--- src/rtl/internal_bus_arbiter_pkg.sv ---
// Shared types and constants for the two-master internal bus arbiter.
// Holds the one-hot FSM state encoding, word width and default watchdog data.
package internal_bus_arbiter_pkg;

   localparam int WORD_W = 32;

   localparam logic [WORD_W-1:0] DEF_TIMEOUT_DATA = 32'hDEAD_BEEF;

   typedef enum logic [2:0] {
      IDLE     = 3'b001,
      GRANT_WR = 3'b010,
      GRANT_RD = 3'b100
   } state_t;

endpackage

--- src/rtl/internal_bus_arbiter_rr_pick2.sv ---
// Two-way round-robin picker: one-hot grant from a 2-bit request vector.
// Ports: req[1:0] requests, last = index of the master granted last,
// grant[1:0] one-hot winner (00 when nobody requests).
module rr_pick2
   import internal_bus_arbiter_pkg::*;
(
   input  logic [1:0] req,
   input  logic       last,
   output logic [1:0] grant
);

   always_comb begin
      grant = 2'b00;
      unique case (req)
         2'b01:   grant = 2'b01;
         2'b10:   grant = 2'b10;
         // tie goes to the master that was not served last
         2'b11:   grant = last ? 2'b01 : 2'b10;
         default: grant = 2'b00;
      endcase
   end

endmodule

--- src/rtl/internal_bus_arbiter.sv ---
// Two-master to one-slave bus arbiter with round-robin ties, write-over-read
// priority per master, burst locking and an optional grant watchdog.
// Ports: clk, reset (sync, active high); m0_/m1_ addr, write_data,
// write_valid, write_ready, read_req, read_data, read_valid; slave side
// s_addr, s_write_data, s_write_valid, s_read_req, s_write_ready,
// s_read_valid, s_read_data; o_grant one-hot owner; o_timeout_err sticky
// watchdog flag cleared by i_timeout_clr.
// Macro ARB_TIMEOUT_EN builds the watchdog; otherwise grants wait forever.
module internal_bus_arbiter
   import internal_bus_arbiter_pkg::*;
#(
   parameter int unsigned       TIMEOUT_CYCLES = 1024,
   parameter logic [WORD_W-1:0] TIMEOUT_DATA   = DEF_TIMEOUT_DATA
) (
   input  logic              clk,
   input  logic              reset,
   input  logic [WORD_W-1:0] m0_addr,
   input  logic [WORD_W-1:0] m0_write_data,
   input  logic              m0_write_valid,
   output logic              m0_write_ready,
   input  logic              m0_read_req,
   output logic [WORD_W-1:0] m0_read_data,
   output logic              m0_read_valid,
   input  logic [WORD_W-1:0] m1_addr,
   input  logic [WORD_W-1:0] m1_write_data,
   input  logic              m1_write_valid,
   output logic              m1_write_ready,
   input  logic              m1_read_req,
   output logic [WORD_W-1:0] m1_read_data,
   output logic              m1_read_valid,
   output logic [WORD_W-1:0] s_addr,
   output logic [WORD_W-1:0] s_write_data,
   output logic              s_write_valid,
   output logic              s_read_req,
   input  logic              s_write_ready,
   input  logic              s_read_valid,
   input  logic [WORD_W-1:0] s_read_data,
   output logic [1:0]        o_grant,
   output logic              o_timeout_err,
   input  logic              i_timeout_clr
);

   state_t            state;
   logic              owner;
   logic              last;
   logic [1:0]        grant_q;
   logic [1:0]        wv;
   logic [1:0]        rq;
   logic [1:0]        pick;
   logic              active;
   logic              fire;
   logic [WORD_W-1:0] sel_addr;
   logic [WORD_W-1:0] sel_wdata;
   logic [WORD_W-1:0] rdata;

   assign wv        = {m1_write_valid, m0_write_valid};
   assign rq        = {m1_read_req, m0_read_req};
   assign sel_addr  = owner ? m1_addr : m0_addr;
   assign sel_wdata = owner ? m1_write_data : m0_write_data;

   rr_pick2 u_pick (
      .req   (wv | rq),
      .last  (last),
      .grant (pick)
   );

   // the granted request line for the granted type keeps the bus locked
   assign active = (state == GRANT_WR && wv[owner]) ||
                   (state == GRANT_RD && rq[owner]);

   always_ff @(posedge clk) begin
      if (reset) begin
         state   <= IDLE;
         owner   <= 1'b0;
         last    <= 1'b1;
         grant_q <= 2'b00;
      end else begin
         unique case (state)
            IDLE: begin
               if (|pick) begin
                  owner   <= pick[1];
                  grant_q <= pick;
                  state   <= wv[pick[1]] ? GRANT_WR : GRANT_RD;
               end
            end
            GRANT_WR, GRANT_RD: begin
               if (!active) begin
                  state   <= IDLE;
                  grant_q <= 2'b00;
                  last    <= owner;
               end
            end
            default: begin
               state   <= IDLE;
               grant_q <= 2'b00;
            end
         endcase
      end
   end

   assign o_grant = grant_q;

   always_comb begin
      s_addr         = '0;
      s_write_data   = '0;
      s_write_valid  = 1'b0;
      s_read_req     = 1'b0;
      m0_write_ready = 1'b0;
      m1_write_ready = 1'b0;
      m0_read_valid  = 1'b0;
      m1_read_valid  = 1'b0;
      m0_read_data   = '0;
      m1_read_data   = '0;
      rdata = (fire && !s_read_valid) ? TIMEOUT_DATA : s_read_data;
      unique case (state)
         GRANT_WR: begin
            if (active) begin
               s_addr        = sel_addr;
               s_write_data  = sel_wdata;
               s_write_valid = 1'b1;
            end
            // responses pass even in the release cycle
            m0_write_ready = !owner && (s_write_ready || fire);
            m1_write_ready =  owner && (s_write_ready || fire);
         end
         GRANT_RD: begin
            if (active) begin
               s_addr     = sel_addr;
               s_read_req = 1'b1;
            end
            m0_read_valid = !owner && (s_read_valid || fire);
            m1_read_valid =  owner && (s_read_valid || fire);
            m0_read_data  = owner ? '0 : rdata;
            m1_read_data  = owner ? rdata : '0;
         end
         default: ;
      endcase
   end

`ifdef ARB_TIMEOUT_EN
   localparam int CW = $clog2(TIMEOUT_CYCLES + 1);

   logic [CW-1:0] cnt;
   logic          err;
   logic          hs;

   assign hs = (state == GRANT_WR && s_write_ready) ||
               (state == GRANT_RD && s_read_valid);

   // cnt holds idle cycles already spent, so the last allowed one fires
   assign fire = active && !hs &&
                 (cnt == CW'(TIMEOUT_CYCLES - 1));

   always_ff @(posedge clk) begin
      if (reset) begin
         cnt <= '0;
         err <= 1'b0;
      end else begin
         if (state == IDLE || hs || fire)
            cnt <= '0;
         else
            cnt <= cnt + CW'(1);
         if (fire)
            err <= 1'b1;
         else if (i_timeout_clr)
            err <= 1'b0;
      end
   end

   assign o_timeout_err = err;
`else
   logic unused;

   assign fire          = 1'b0;
   assign o_timeout_err = 1'b0;
   assign unused        = i_timeout_clr ^ (TIMEOUT_CYCLES == 0);
`endif

endmodule

--- config.mk ---
export PLATFORM = sky130hd
export DESIGN_NAME = internal_bus_arbiter
export DESIGN_NICKNAME = d
export VERILOG_FILES = /design/src/rtl/internal_bus_arbiter_pkg.sv /design/src/rtl/internal_bus_arbiter_rr_pick2.sv /design/src/rtl/internal_bus_arbiter.sv
export SDC_FILE = /design/constraint.sdc
export NUM_CORES = 1
export LEC_CHECK = 0
export CAP_MARGIN = 40
export CORE_AREA = 2 2 119 121
export DETAILED_ROUTE_END_ITERATION = 6
export DIE_AREA = 0 0 121 123
export PLACE_DENSITY_LB_ADDON = 0.1
export SYNTH_ARGS = -nofsm -noshare
export SYNTH_HDL_FRONTEND = slang
export SYNTH_SLANG_ARGS = --single-unit
--- constraint.sdc ---
create_clock -name clk -period 2.21 [get_ports clk]
set_clock_uncertainty 0.05 [all_clocks]
set_input_delay 0.442 -clock clk [delete_from_list [all_inputs] [get_ports clk]]
set_output_delay 0.442 -clock clk [all_outputs]
set_load 0.02 [all_outputs]
## Word level (Yosys, flattened, before mapping)

Cells that the tools add are included.

| word-level totals | value |
|---|---|
| bits in registers | 7 |
| input bits | 169 |
| logic and storage cells | 61 |

| cells by class | value |
|---|---|
| order comparisons | 2 |
| equality and inequality tests | 8 |
| mux-type cells | 32 |
| bitwise operators | 2 |
| reduce and logical (&&, ||, !) cells | 13 |

Operator list:

| operator | number |
|---|---|
| $mux W32 | 10 |
| $mux W1 | 13 |
| $mux W3 | 3 |
| $logic_and A1 B1 Y1 | 6 |
| $mux W2 | 3 |
| $pmux W2 S3 | 1 |
| $pmux W3 S2 | 1 |
| $reduce_and A2 Y1 | 3 |
| $eq A2 B2 Y1 const B | 2 |
| $lt A1 B2 Y1 const B | 2 |
| $ne A2 B2 Y1 const B | 2 |
| $pmux W2 S2 | 1 |
| $reduce_or A2 Y1 | 2 |
| $eq A3 B1 Y1 const B | 1 |
| $eq A3 B2 Y1 const B | 1 |
| $eq A3 B3 Y1 const B | 1 |
| $eq A2 B1 Y1 const B | 1 |
| $or A2 B2 Y2 | 1 |
| $logic_not A1 Y1 | 1 |
| $logic_or A1 B1 Y1 | 1 |
| $not A1 Y1 | 1 |

## Longest topological paths before layout

| logic depth | value |
|---|---|
| word-level depth | 8 |
| mapped depth | 8 |
| depth with buffers taken out | 5 |

## Modules after synthesis

Synthesis repeated with hierarchy kept, for this count alone.

| unflattened totals | value |
|---|---|
| cells, all modules | 275 |
| area, all modules | 1828.0 µm² |

By module, submodules not included:

| module | times used | cells each | area an instance (µm²) |
|---|---|---|---|
| internal_bus_arbiter | 1 | 272 | 1809.2 |
| rr_pick2 | 1 | 3 | 18.8 |

## Worst setup path before layout

Ideal clock, no wire load.

| timing | value |
|---|---|
| kind | register to output |
| start | reg state[2] |
| end | out s_addr[10] |
| data arrival time | 1.793 ns |
| path slack | -0.075 ns |
| cell stages (with the launch flop) | 6 |
| buffers on the path | 1 |
| path through | dfxtp_1 > or3b_1 > nor2_1 > nor2_2 > buf_6 > nor2_1 |

| between the ends | value |
|---|---|
| cells in the longest elaborated chain, start to end | 5 |
| elaborated cells on any way between the ends | 8 |
| those cells by class | eq/ne (2); mux (2); reduce/logical (4) |

Ends and longest elaborated chain:

| what | RTL line | RTL |
|---|---|---|
| start, declared | internal_bus_arbiter.sv:43 | `state_t state;` |
| start signal, assigned | internal_bus_arbiter.sv:83 | `state <= wv[pick[1]] ? GRANT_WR : GRANT_RD;` |
| $eq A3 B2 Y1 or $eq A3 B3 Y1 (tied branches) | internal_bus_arbiter.sv:68, internal_bus_arbiter.sv:115, internal_bus_arbiter.sv:69 |  |
| $logic_and A1 B1 Y1, on equally long branches | internal_bus_arbiter.sv:68, internal_bus_arbiter.sv:69 |  |
| $logic_or A1 B1 Y1 | internal_bus_arbiter.sv:68 | `assign active = (state == GRANT_WR && wv[owner]) \|\|` |
| $mux W32 | internal_bus_arbiter.sv:117, internal_bus_arbiter.sv:127 |  |
| $mux W32 * | - |  |
| end, declared | internal_bus_arbiter.sv:31 | `output logic [WORD_W-1:0] s_addr,` |

Mark *: on every way between the ends. The rest lies on a longest branch, timed or not.

## Worst setup path after layout

| timing | value |
|---|---|
| start | reg owner |
| end | out s_addr[11] |

| between the ends | value |
|---|---|
| cells in the longest elaborated chain, start to end | 6 |
| elaborated cells on any way between the ends | 10 |
| those cells by class | mux (7); reduce/logical (3) |

Ends and longest elaborated chain:

| what | RTL line | RTL |
|---|---|---|
| start, declared | internal_bus_arbiter.sv:44 | `logic owner;` |
| start signal, assigned | internal_bus_arbiter.sv:81 | `owner <= pick[1];` |
| $mux W1, on equally long branches (2 in series) | internal_bus_arbiter.sv:68, internal_bus_arbiter.sv:69 |  |
| $logic_and A1 B1 Y1, on equally long branches | internal_bus_arbiter.sv:68, internal_bus_arbiter.sv:69 |  |
| $logic_or A1 B1 Y1 | internal_bus_arbiter.sv:68 |  |
| $mux W32 * | internal_bus_arbiter.sv:117, internal_bus_arbiter.sv:127 |  |
| $mux W32 * | - |  |

Mark *: on every way between the ends. The rest lies on a longest branch, timed or not. The select of a mux whose other input is x is not followed.

==> reports/qor.csv <==
metric,value,unit
rsz0062_at_grt,true,
final_nets,759,
drv_slew,0,
synth.distinct_cells,31,
max_freq,445,MHz
port_buffers,303,
grt_pass1_wl,18100,um
hold_path_end,o_grant[0]$_SDFFE_PP0P_,
worst-setup-path-type,flip-flop to output pin,
r2r_cells,6,
initial_core_util,13.5,%
cts.sinks,7,
syn_nets,440,
die_h,123,um
htree_levels,1,
num_antenna_cells,0,
reg2reg_to,last$_SDFFE_PP1P_,
hold_class,flip-flop to flip-flop,
fp.dieW,121,um
route.detailed.drc,0,
setup_ws,-0.0374,ns
grt_max_degree,50,
vias,3192,
grt_overflow,0,
place.gp.congestion,0.824,
cts_max_path_buffers,2,
clock_latency,0.23,ns
avgSynthCellArea,6.79,um2
status,"complete, but fails checks",
antenna_found_initial,0,
routed_wl,12700,um
num_io_pins,306,
timing.final.hold_violations,0,
drt_iter0_markers,37,
grt_usage,15.5,%
synth_area,1840,um2
cts_buffers,3,
start_kind,flip-flop,
detail-route-antenna-nets,0,
fin_crit_sh,102,%
core-area,13600,um2
ctsHoldBuffers,0,
dp_hpwl,9240,um
leakage,0.00243,uW
failed_checks,negative setup slack,
period_minus_slack,2.25,ns
ys_seq_elements,7,
wire_per_inst,16.5,um
critPathMaxFanout,8,
required,1.72,ns
pre_cts_slack,-0.839,ns
power.total,1470,uW
clkTransAtPathRegs,0.04,ns
ys_warn_count,0,
max-cap-violations,0,
r2r_start,owner$_SDFFE_PP0P_,
fp.dieArea,14900,um2
first_pass_iters,4,
fp-row-count,43,
syn2layout_area_growth,224,%
tritoncts,done,
synth_cells,271,
fillers,1371,
powerDensity,246,nW/um2
root_buffer,clkbuf_16,
yosysSeqAreaShare,7.61,%
setup_viol,32,
arrival,1.76,ns
peakVddDrop,0.000230,V
worstHoldStart,o_grant[0]$_SDFFE_PP0P_,
grt_pass1_vias,3316,
avgViaCountPerCell,4.15,
drive_above_1_share,42.8,%
cp-end-kind,output pin,
rrSetupSlack,0.57,ns
min_path_cells,2,
## placed cells by master (no fill, tap or decap), types with 2 or more instances in the layout
cell and n:
buf_2 37, nor2_1 6, a22oi_1 2, o21ai_0 5, buf_16 6, nand2b_1 3, buf_4 35, and2_4 6
buf_12 7, and2_1 60, clkdlybuf4s50_1 165, dfxtp_1 5, inv_1 4, a21oi_1 5, clkbuf_16 4, mux2i_1 64
clkdlybuf4s15_2 3, and3_1 2, buf_6 76, dlygate4sd2_1 5, nor2_4 68
## cell usage after synthesis
library cell  count  area [um2]
clkbuf_2          3        15.0
buf_2             6        30.0
nor3b_1           1        7.51
buf_4             2        15.0
clkinv_2          1        5.00
or2_2             1        6.26
nand2b_1          3        18.8
and3_1            2        12.5
o21ai_0           5        25.0
nor3_1            1        5.00
o31ai_1           1        7.51
a21oi_1           5        25.0
nor2_2            2        12.5
o32ai_1           1        8.76
xnor2_1           1        8.76
and3b_1           1        8.76
a21o_1            1        7.51
a22oi_1           2        15.0
dfxtp_1           7         140
and2_1           66         413
mux2i_1          66         661
inv_1             4        15.0
o21a_1            1        7.51
nor2_1           72         270
clkbuf_1          8        30.0
buf_6             3        33.8
or3_1             1        6.26
or3b_2            1        8.76
o311ai_0          1        8.76
or3b_1            1        8.76
conb_1            1        3.75
## metal layers
layer / GRT usage, % / share of wire (%)
met5: 0 / 0
met4: 3.34 / 2.1
met3: 4.47 / 10
met2: 31.4 / 54
met1: 15.4 / 33
## power breakdown
part	switching [uW]	total [uW]	leakage [uW]	internal (uW)
Sequential	12.0	156	0.0000581	144
Clock	72.2	313	0.0000382	240
Combinational	438	1000	0.00234	563
## worst max path at each step
| stage | startpoint | to | slack (ns) | cells past startpoint |
|---|---|---|---|---|
| 3_5_place_dp | m1_write_valid | s_write_data[3] | -0.84 | 6 |
| 2_1_floorplan | state[2]$_SDFFE_PP0P_ | s_addr[10] | 0.06 | 5 |
| 3_3_place_gp | m1_write_valid | s_write_data[3] | -0.86 | 6 |
| 5_1_grt | owner$_SDFFE_PP0P_ | s_addr[11] | -0.08 | 8 |
| 4_1_cts | owner$_SDFFE_PP0P_ | s_write_data[2] | -0.14 | 7 |
| 6_report | owner$_SDFFE_PP0P_ | s_addr[11] | -0.04 | 8 |
## layout make-up
class / instances / area, um2 / area share [%]
inverter: 5 / 23.8 / 0.398
timing repair buffer: 336 / 3400 / 56.9
sequential: 7 / 145 / 2.43
multi-input combinational: 237 / 2100 / 35.2
tap: 180 / 225 / 3.77
clock buffer: 4 / 78.8 / 1.32
## what timing repair did
item / 4_1_cts / 5_1_grt
setup buffers: 6 / 0
pin swaps: 21 / 50
gates cloned: 7 / 1
resized for setup: 765 / 100
endpoints found under the setup margin: 134 / 127
## state kept, by name (all words and copies together), names as in the netlist
signal	flops
o_grant	2
last	1
owner	1
state	3
## stage by stage
step           TNS [ns]  area [um2]  instances  util, %  hold WS [ns]
2_1_floorplan         0        1840        271        -         0.461
3_3_place_gp     -60.03        5180        752     38.1         0.485
3_5_place_dp     -59.66        5180        752     38.1         0.484
6_report         -0.750        5970        769     43.9         0.489
5_1_grt           -2.68        5970        769     43.9         0.536
4_1_cts           -3.06        5930        769     43.5         0.494
## logic make-up after synthesis
group | count (synthesis) | synth area share (%)
flops | 7 | 7.61
mux | 66 | 35.9
other cells | 1 | 0.204
simple gates | 152 | 42.3
xor+xnor | 1 | 0.476
compound gates | 17 | 5.71
buf+inv | 27 | 7.82
## critical path, cell delays in order, from the launching register on
cell and delay (ns):
dfxtp_4 0.34, mux2i_2 0.16, or3_4 0.41, clkinv_4 0.07, nor2_4 0.04, buf_6 0.13, buf_16 0.16, nor2_4 0.10
buf_6 0.12
(Power assumes the default switching activity.)
